==> src/rtl/ngx_http_parse_time_mul_arb.sv <==
// ngx_http_parse_time_mul_arb: round-robin arbiter feeding a shared two-stage 21x18 signed multiplier
module ngx_http_parse_time_mul_arb #(
  parameter int NREQ = 4,
  parameter int A_W  = 21,
  parameter int B_W  = 18,
  parameter int P_W  = 40
) (
  input  logic                ap_clk,
  input  logic                ap_rst_n,
  input  logic [NREQ-1:0]     req_valid,
  output logic [NREQ-1:0]     req_ready,
  input  logic [NREQ*A_W-1:0] req_a,
  input  logic [NREQ*B_W-1:0] req_b,
  output logic                rsp_valid,
  input  logic                rsp_ready,
  output logic [1:0]          rsp_id,
  output logic [P_W-1:0]      rsp_p,
  output logic [1:0]          inflight
);
  logic [1:0]            ptr_q, ptr_d, cand, s1_id_q, s1_id_d, s2_id_q, s2_id_d;
  logic                  cand_v, adv1, adv2, xfer;
  logic                  s1_v_q, s1_v_d, s2_v_q, s2_v_d;
  logic [A_W-1:0]        s1_a_q, s1_a_d;
  logic [B_W-1:0]        s1_b_q, s1_b_d;
  logic [P_W-1:0]        s2_p_q, s2_p_d;
  logic signed [P_W-1:0] a_x, b_x, prod;
  // first valid requester at or after the pointer wins; scanning downward lets the nearest overwrite
  always_comb begin
    cand_v = 1'b0;
    cand   = 2'd0;
    for (int k = NREQ - 1; k >= 0; k--)
      if (req_valid[(int'(ptr_q) + k) % NREQ]) begin
        cand_v = 1'b1;
        cand   = 2'((int'(ptr_q) + k) % NREQ);
      end
  end
  assign adv2      = !s2_v_q | rsp_ready;
  assign adv1      = !s1_v_q | adv2;
  assign xfer      = ap_rst_n & cand_v & adv1;
  assign req_ready = xfer ? NREQ'(1) << cand : '0;
  assign a_x       = P_W'($signed({1'b0, s1_a_q}));
  assign b_x       = P_W'($signed(s1_b_q));
  assign prod      = a_x * b_x;
  // next state: S1 loads on a transfer, S2 follows S1 whenever the response slot can move
  always_comb begin
    ptr_d   = xfer ? ((cand == 2'(NREQ - 1)) ? 2'd0 : cand + 2'd1) : ptr_q;
    s1_v_d  = xfer | (s1_v_q & !adv1);
    s1_id_d = xfer ? cand : s1_id_q;
    s1_a_d  = xfer ? req_a[cand*A_W +: A_W] : s1_a_q;
    s1_b_d  = xfer ? req_b[cand*B_W +: B_W] : s1_b_q;
    s2_v_d  = adv2 ? s1_v_q : s2_v_q;
    s2_id_d = adv2 ? s1_id_q : s2_id_q;
    s2_p_d  = (adv2 & s1_v_q) ? prod : s2_p_q;
  end
  // pipeline and pointer registers, cleared immediately on reset
  always_ff @(posedge ap_clk or negedge ap_rst_n) begin
    if (!ap_rst_n) begin
      ptr_q   <= '0;
      s1_v_q  <= 1'b0;
      s1_id_q <= '0;
      s1_a_q  <= '0;
      s1_b_q  <= '0;
      s2_v_q  <= 1'b0;
      s2_id_q <= '0;
      s2_p_q  <= '0;
    end else begin
      ptr_q   <= ptr_d;
      s1_v_q  <= s1_v_d;
      s1_id_q <= s1_id_d;
      s1_a_q  <= s1_a_d;
      s1_b_q  <= s1_b_d;
      s2_v_q  <= s2_v_d;
      s2_id_q <= s2_id_d;
      s2_p_q  <= s2_p_d;
    end
  end
  assign rsp_valid = s2_v_q;
  assign rsp_id    = s2_id_q;
  assign rsp_p     = s2_p_q;
  assign inflight  = {1'b0, s1_v_q} + {1'b0, s2_v_q};
endmodule
==> config.mk <==
export PLATFORM = sky130hd
export DESIGN_NAME = ngx_http_parse_time_mul_arb
export DESIGN_NICKNAME = d
export VERILOG_FILES = /design/src/rtl/ngx_http_parse_time_mul_arb.sv
export SDC_FILE = /design/constraint.sdc
export NUM_CORES = 1
export LEC_CHECK = 0
export ABC_AREA = 0
export BUFFER_PORTS_ARGS = -buffer_cell sky130_fd_sc_hd__buf_2
export CORE_MARGIN = 5
export CORE_UTILIZATION = 30
export CTS_CLUSTER_SIZE = 12
export DETAILED_ROUTE_END_ITERATION = 10
export GPL_ROUTABILITY_DRIVEN = 0
export SYNTH_ARGS = -nofsm -noshare
export SYNTH_HDL_FRONTEND = slang
export SYNTH_SLANG_ARGS = --single-unit
==> constraint.sdc <==
create_clock -name ap_clk -period 7.5 [get_ports ap_clk]
set_input_delay 0.375 -clock ap_clk [delete_from_list [all_inputs] [get_ports ap_clk]]
set_output_delay 0.375 -clock ap_clk [all_outputs]
set_load 0.005 [all_outputs]
==> metrics.csv, run 1 <==
metric;value;unit
run_status;finished clean;
worstPathRequired;7760;ps
hold_violations;0;
synth_edf_count;0;
initial_utilization;30.28;%
cts_buffer_depth;2;
finalCritPeriodShare;88.50;%
syn_avg_cell_area;8.563;um2
critical_path.cell_chain;nand2_1, fa_1, inv_1, fa_1, inv_1, fa_1, inv_1, fa_1, inv_1, fa_1, inv_1, fa_1, ha_1, and3_1, o211ai_2, a21oi_2, nor2_1, o31ai_2, a41o_1, nor2_1, a211o_1;
ys_ff_latch;87;
io_buffer_count;211;
path_buf_inv;5;
cts_tree;done;
grt_max_degree;78;
yosys.area_share.adder;46.29;%
grt_overflow;0;
ys_seq_area_share;12.78;%
synth_top_family_by_area;adder cells;
end_kind;flip-flop;
netlist_area;17040;um2
fin_setup_tns;0;ps
die_h;248.3;um
nFillCells;5851;
min_path_type;input port to flip-flop;
cp_top_family;adder cells;
slew_violations;0;
rows;87;
clockRootBuffer;clkbuf_16;
cpMostUsedCell;fa_1;
syn_inst;1990;
drt_iter0_drc;852;
viasPerCell;4.777;
cap_violations;0;
finClkSkew;11.87;ps
yosys.area_share.simple;17.03;%
worstMarginPinSlew;1249;ps
finalCriticalPeriod;6637;ps
antenna_cells;0;
synth-async-reset-ratio;100.0;%
max_stage_delay;1010;ps
synth_xor_area_share;1.593;%
min_from;req_a[54];
cts.clk_slew.worst_paths;80;ps
dr.pass1.iters;6;
cts_buffers;9;
hold-path-endpoint;s1_a_q[12];
synthFlopType;dfrtp_1;
wl_per_cell;17.09;um
synthMuxAreaShare;2.482;%
insertion_delay;380;ps
ios;212;
drt_wl_total;48940;um
grt_pass1_wl;76220;um
hpwlAfterDp;39300;um
ff_latch_area;2177;um2
clock.fmax;150.7;MHz
final_nets;2714;
layout_commonest_cell;inv_1;
cp-start-kind;flip-flop;
yosys_warnings;0;
groute.usage.overall;15.79;%
maxSlewHeadroom;16.55;%
htree_levels;3;
die_x;248.3;um
post-route-drc-count;0;
die-area;61670;um2
path_max_fanout;22;
worstPathArrival;6900;ps
synth_cell_type_count;55;
grt_pass1_vias;14096;
final_cell_mix;inv_1 (371), nand2_1 (368), fa_1 (304);
drt.antenna.violating_nets;0;
syn2layout_area_growth;11.61;%
critPathSlowestCell;dfrtp_1;
critical_path_class;flip-flop to flip-flop;
cts_resized;0;
syn-num-nets;2601;
vias;13680;
r2r_end;rsp_p[37];
hold_depth;3;
core_area;56280;um2
ff2ff_path_depth;21;
drive_above_1_share;12.05;%
synth_compound_area_share;8.863;%
antenna_found_initial;0;
reg2reg_slack;860;ps
rsz0062_at_grt;false;
cts.sinks;87;
multiInputGateArea;13010;um2
rr_startpoint;s1_b_q[5];
setup_viol;0;
[routing by layer]
| layer | routed length, um | GRT usage, % | share of wire [%] | vias up |
|---|---|---|---|---|
| met5 | 0 | 0 | 0 | - |
| met4 | 1419 | 4.771 | 2.9 | 0 |
| met3 | 2163 | 2.618 | 4.4 | 80 |
| met2 | 26630 | 28.65 | 54 | 319 |
| met1 | 18730 | 19.25 | 38 | 7007 |
| li1 | - | - | - | 6274 |
[Yosys cell counts (3+ instances only)]
library cell  number  area, um2
nand2b_1          16      100.1
and2_1           157      982.2
nand3_1           13      65.06
clkbuf_1         108      405.4
dfrtp_1           87       2177
or3_1              4      25.02
o21a_1             4      30.03
o211ai_1           5      37.54
buf_2             11      55.05
o21bai_1           3      22.52
xor2_1            13      113.9
fa_1             304       6086
buf_1              3      11.26
nor3_1             5      25.02
a21oi_1          123      615.6
ha_1             144       1802
xnor2_1           18      157.7
mux2i_1           40      400.4
nor2b_1           15      93.84
nor2_1            17      63.81
a21o_1            12      90.09
a31oi_1            7      43.79
a211oi_1           3      22.52
inv_1            371       1393
and3_1             7      43.79
nand4_1            9      56.30
o22ai_1            3      18.77
nand2_1          368       1381
o21ai_0           89      445.4
[worst min-delay path, delay by kind of cell]
kind / cells / cell delay (ps)
AOI/OAI and AO/OA: 1 / 130
muxes: 1 / 50
buffers and inverters: 1 / 70
[sequential cells by signal (all words and copies together), names as in the netlist, named ones only]
signal	cells
rsp_p	40
s1_id_q	2
rsp_id	2
s1_a_q	21
ptr_q	2
s1_b_q	18
rsp_valid	1
[how the worst max path moves through the flow]
| stage | cells past startpoint | slack (ps) | endpoint | from |
|---|---|---|---|---|
| global route | 21 | 600 | rsp_p[33] | s1_b_q[5] |
| CTS | 21 | 940 | rsp_p[37] | s1_a_q[10] |
| detailed placement | 21 | 970 | rsp_p[37] | s1_b_q[5] |
| global placement | 21 | 1130 | rsp_p[37] | s1_b_q[3] |
| floorplan | 24 | 1530 | rsp_p[39] | s1_a_q[13] |
| finish | 21 | 860 | rsp_p[37] | s1_b_q[5] |
[final cells by class]
| type | count | share of cell area, % |
|---|---|---|
| Tap cell | 756 | 4.974 |
| Clock inverter | 7 | 0.5329 |
| Sequential cell | 87 | 11.45 |
| Inverter | 371 | 7.322 |
| Clock buffer | 9 | 1.184 |
| Multi-Input combinational cell | 1409 | 68.41 |
| Timing Repair Buffer | 225 | 6.132 |
[metrics by stage]
stage	std cells	area [um2]	utilization, %	hold slack, ps	setup WS (ps)
after CTS	2864	19020	33.79	270.1	944.6
after detailed placement	2847	18680	33.20	392.8	970.1
after global placement	2847	18680	33.20	391.2	1135
final	2864	19020	33.79	281.8	862.6
after global routing	2864	19020	33.79	287.9	600.2
after floorplan	1990	17040	-	79.41	1530
[cells by family after synthesis]
logic type | count (synthesis)
adders and majority gates | 448
DFF | 87
AOI/OAI and AO/OA | 269
buffers and inverters | 494
muxes | 42
xor gates and xnor gates | 31
and+or+nand+nor | 619
[repair_timing]
item	CTS	global route
hold endpoints to repair	35	0
setup buffers	0	0
setup endpoints to repair	0	0
hold buffers	1	0
Power of run 1 is left out: the tool's default activity adds up to more than one toggle a clock period on the data nets, which glitch-free logic cannot reach.
==> inputs of run 2 (changes only) <==
ABC_CLOCK_PERIOD_IN_PS = 6600   (was default)
CELL_PAD_IN_SITES_DETAIL_PLACEMENT = 0   (was default)
CELL_PAD_IN_SITES_GLOBAL_PLACEMENT = 1   (was default)
PLACE_DENSITY_LB_ADDON = 0.1   (was default)
clock period = 6.6 ns   (was 7.5 ns; I/O delays follow)
==> run 2 against run 1 <==
Compared with the run above: first-iteration DRC count fell by 43%; hold slack worse by 29 ps; global-route usage is 1.9 points higher; critical path type unchanged.
==> metrics.csv, run 2 (synthesis results as in run 1) <==
metric;value;unit
run_status;finished clean;
dr.pass1.iters;4;
die_h;248.3;um
end_kind;flip-flop;
cpMostUsedCell;fa_1;
final_cell_mix;inv_1 (371), nand2_1 (368), fa_1 (304);
drive_above_1_share;14.73;%
r2r_end;rsp_p[37];
ios;212;
grt_pass1_vias;14652;
syn2layout_area_growth;13.88;%
grt_util_met2;34.24;%
cts_tree;done;
htree_levels;3;
worstMarginPinSlew;929.4;ps
cp-start-kind;flip-flop;
finalCritPeriodShare;94.25;%
clock.fmax;160.8;MHz
insertion_delay;380;ps
hold_depth;3;
min_path_type;input port to flip-flop;
critical_path.cell_chain;nand2_1, fa_1, inv_1, fa_1, inv_1, fa_1, inv_1, fa_1, inv_1, fa_1, inv_1, fa_1, ha_1, and3_1, o211ai_2, a21oi_2, nor2_1, o31ai_2, a41o_1, nor2_1, a211o_1;
initial_utilization;30.28;%
reg2reg_slack;380;ps
grt_pass1_wl;83910;um
io_buffer_count;211;
post-route-drc-count;0;
rows;87;
setup_viol;0;
hold_violations;0;
drt_iter0_drc;488;
cts.sinks;87;
fin_setup_tns;0;ps
slew_violations;0;
hold-path-endpoint;s1_b_q[7];
grt_overflow;0;
finClkSkew;13.70;ps
place_area;19060;um2
drt_wl_total;54030;um
viasPerCell;4.634;
rr_startpoint;s1_a_q[13];
final_cell_area;19410;um2
groute.usage.overall;17.71;%
antenna_cells;0;
drt.antenna.violating_nets;0;
vias;13509;
grtUsageMet1;21.14;%
top_usage_layer;met2;
final_nets;2765;
ff2ff_path_depth;21;
cts_buffer_depth;2;
wl_per_cell;18.54;um
worstPathRequired;6870;ps
worstPathArrival;6490;ps
max_stage_delay;600;ps
path_buf_inv;5;
antenna_found_initial;0;
hpwlAfterDp;45620;um
die-area;61670;um2
maxSlewHeadroom;38.04;%
cp_top_family;adder cells;
use_met3;1.910;%
grt_max_degree;75;
cts.clk_slew.worst_paths;80;ps
layout_commonest_cell;inv_1;
min_from;req_b[43];
critical_path_class;flip-flop to flip-flop;
cap_violations;0;
core_area;56280;um2
clockRootBuffer;clkbuf_16;
die_x;248.3;um
cts_buffers;9;
path_max_fanout;8;
largest_register_ffs;40;
finalCriticalPeriod;6220;ps
rsz0062_at_grt;false;
critPathSlowestCell;dfrtp_1;
[run 2: cell count changes in the layout (fill, tap and decap cells not counted), sizes merged]
cell	delta
buf	+51
inv	+3
clkinvlp	-2
bufinv	-1
[run 2: metrics by stage]
stage,setup slack [ps],hold WS (ps),util [%],std cells
global route,53.38,249.5,34.48,2915
floorplan,629.5,34.41,-,1990
global placement,175.3,392.8,33.86,2897
CTS,185.7,233.5,34.43,2914
detailed placement,211.2,391.8,33.86,2897
finish,379.8,253.0,34.48,2915
[run 2: worst max-delay path by stage]
| stage | start | end | depth (start not counted) |
|---|---|---|---|
| final | s1_a_q[13] | rsp_p[37] | 21 |
| after detailed placement | s1_b_q[4] | rsp_p[36] | 21 |
| after floorplan | s1_a_q[13] | rsp_p[39] | 24 |
| after global routing | s1_a_q[14] | rsp_p[38] | 21 |
| after global placement | s1_b_q[4] | rsp_p[35] | 19 |
| after CTS | s1_b_q[4] | rsp_p[36] | 21 |
[run 2: worst min-delay path, cell delays in order]
cell	delay, ps
buf_2	80
mux2i_1	60
o21ai_0	140
[run 2: layout make-up]
class                      count  area [um2]
clock buffer                   9       225.2
clock inverter                 7       85.08
fill                        6075       36870
inverter                     371        1393
multi-input combinational   1409       13020
sequential                    87        2192
tap                          756       945.9
timing repair buffer         276        1549
[run 2: metal layers]
metal | vias up | share of wire (%)
li1 | 6383 | -
met1 | 6973 | 39
met2 | 119 | 57
met3 | 34 | 1.8
met4 | 0 | 1.8
met5 | - | 0
[run 2: repair_timing]
item                                    4_1_cts  5_1_grt
hold buffers                                  1        0
gates resized for setup                       0       13
hold endpoints to repair                     42        0
endpoints found under the setup margin        0       11
buffers inserted                              0        1
Power of run 2 is left out for the same reason.
==> inputs of run 3 (changes only) <==
ABC_AREA = 1   (was 0)
==> run 3 against run 2 <==
Compared with the run above: first-iteration DRC count up 90%; die area up 8.1%; synthesized cell count up 29%; via count up 17%; clock-buffer cell count up 1; cell count up 21%; register-to-register slack worse by 50 ps; fmax down 0.74%.
==> metrics.csv, run 3 <==
metric;value;unit
die-area;66640;um2
maxSlewHeadroom;34.60;%
final_nets;3332;
grt_overflow;0;
syn-num-nets;3176;
synthFlopType;dfrtp_1;
netlist_area;18470;um2
min_path_type;input port to flip-flop;
antenna_found_initial;2;
grt_pass1_wl;96560;um
viasPerCell;4.484;
synth_most_common_cell;nand2_1;
hpwlAfterDp;50060;um
grt_util_met2;31.99;%
die_x;258.2;um
drt.antenna.violating_nets;0;
nFillCells;6738;
critPathSlowestCell;dfrtp_1;
setup_viol;0;
cts.sinks;87;
final_core_util;33.85;%
io_buffer_count;211;
grt_max_degree;58;
final_cell_mix;nand2_1 (743), inv_1 (702), fa_1 (304);
finalCritPeriodShare;94.95;%
die_h;258.2;um
end_kind;flip-flop;
critical_path_class;flip-flop to flip-flop;
largest_register_ffs;40;
wl_per_cell;16.91;um
groute.usage.overall;18.39;%
worstMarginPinSlew;981.0;ps
cts.clk_slew.worst_paths;70;ps
ys_ff_latch;87;
cap_violations;0;
drt_iter0_drc;925;
fin_setup_tns;0;ps
antenna_cells;0;
syn_avg_cell_area;7.202;um2
cts_tree;done;
drt_wl_total;59460;um
path_max_fanout;17;
dp_slack;242.6;ps
ios;212;
yosys_warnings;0;
cts_buffers;9;
hold_violations;0;
ff_latch_area;2182;um2
post-route-drc-count;0;
htree_levels;3;
synth_cell_type_count;36;
use_met3;2.425;%
synth.top_cell.area_share;32.94;%
ys_seq_area_share;11.78;%
path_buf_inv;5;
finClkSkew;14.41;ps
insertion_delay;390;ps
synth_common_cells;nand2_1 (743), inv_1 (702), fa_1 (304);
yosys-top-cells-area;fa_1 (33%), nand2_1 (15%), inv_1 (14%), dfrtp_1 (12%), ha_1 (9.8%);
core_area;61370;um2
synth-async-reset-ratio;100.0;%
cp-start-kind;flip-flop;
drive_above_1_share;11.74;%
slew_violations;0;
setup_ws;333.3;ps
clock.fmax;159.6;MHz
worstPathRequired;6870;ps
worstPathArrival;6540;ps
cts_buffer_depth;2;
rows;91;
multiInputGateArea;13130;um2
dr.pass1.iters;5;
run_status;finished clean;
cp_top_family;adder cells;
layout_commonest_cell;nand2_1;
finalCriticalPeriod;6267;ps
vias;15765;
clockRootBuffer;clkbuf_16;
grtUsageMet1;24.79;%
yosysTopAreaCell;fa_1;
critical_path.cell_chain;nand2_1, fa_1, inv_1, fa_1, inv_1, fa_1, inv_1, fa_1, fa_1, inv_1, fa_1, inv_1, ha_1, nand2_1, o21ai_0, a21oi_1, o21ai_0, nand2_1, nand2_1, nand2_1, nand3_1, nand2_1;
synth_edf_count;0;
grt_pass1_vias;17303;
initial_utilization;30.10;%
syn2layout_area_growth;12.43;%
rsz0062_at_grt;false;
max_stage_delay;940;ps
top_usage_layer;met2;
syn_inst;2565;
-- run 3: cell types whose count changed after synthesis, moves of 41 or more --
cell     before  now
nand2_1     368  743
o21ai_0      89   48
nor2_1       17   71
and2_1      157    0
a21oi_1     123   51
nand3_1      13  202
inv_1       371  702
-- run 3: repair_timing --
item | in CTS | in global routing
hold buffers | 1 | 0
buffers inserted | 0 | 0
hold endpoints to repair | 40 | 0
endpoints found under the setup margin | 0 | 3
gates resized for setup | 0 | 4
-- run 3: final cells by class --
class,count,area share (%)
multi-input cells,1650,63.23
clock buffers,10,1.102
flip-flops and latches,87,10.51
clock inverters,6,0.3253
well taps,790,4.759
repair buffers,266,7.277
inverters,707,12.80
-- run 3: stage by stage --
stage | std cells | area [um2] | hold WS [ps]
final | 3516 | 20770 | 258.1
after global routing | 3516 | 20770 | 270.3
after CTS | 3516 | 20770 | 224.7
after detailed placement | 3499 | 20460 | 425.5
after global placement | 3499 | 20460 | 423.3
after floorplan | 2565 | 18470 | 34.41
-- run 3: final timing paths --
kind | slack (ps) | cells after the start | endpoint | startpoint
worst max-delay path | 330 | 22 | rsp_p[27] | s1_b_q[5]
worst min-delay path | 260 | 4 | rsp_id[1] | rsp_ready
worst max register to register | 330 | 22 | rsp_p[27] | s1_b_q[5]
worst min register to register | 470 | 2 | rsp_p[3] | rsp_p[3]
max in group asynchronous | 4940 | 3 | s1_b_q[0] | ap_rst_n
min in group asynchronous | 530 | 2 | rsp_p[4] | ap_rst_n
-- run 3: cell families after synthesis --
logic type      synth area share (%)
simple gates                   24.08
flops                          11.78
compound gates                 3.353
xor+xnor                      0.9481
buf+inv                        17.14
fa+ha+maj                      42.70
-- run 3: worst register-to-register path, stage by stage, from the launching register on --
cell,delay (ps)
dfrtp_1,940
nand2_1,180
fa_1,510
inv_1,60
fa_1,580
inv_1,70
fa_1,510
inv_1,60
fa_1,490
fa_1,490
inv_1,50
fa_1,470
inv_1,40
ha_1,360
nand2_1,140
o21ai_0,420
a21oi_1,60
o21ai_0,220
nand2_1,140
nand2_1,100
nand2_1,50
nand3_1,160
nand2_1,70
-- run 3: metal layers --
metal,wire length [um],vias to the layer above
met2,28820,271
met4,800,2
met1,27490,7766
met3,2345,38
met5,7,-
li1,-,7688
Power of run 3 is left out for the same reason.
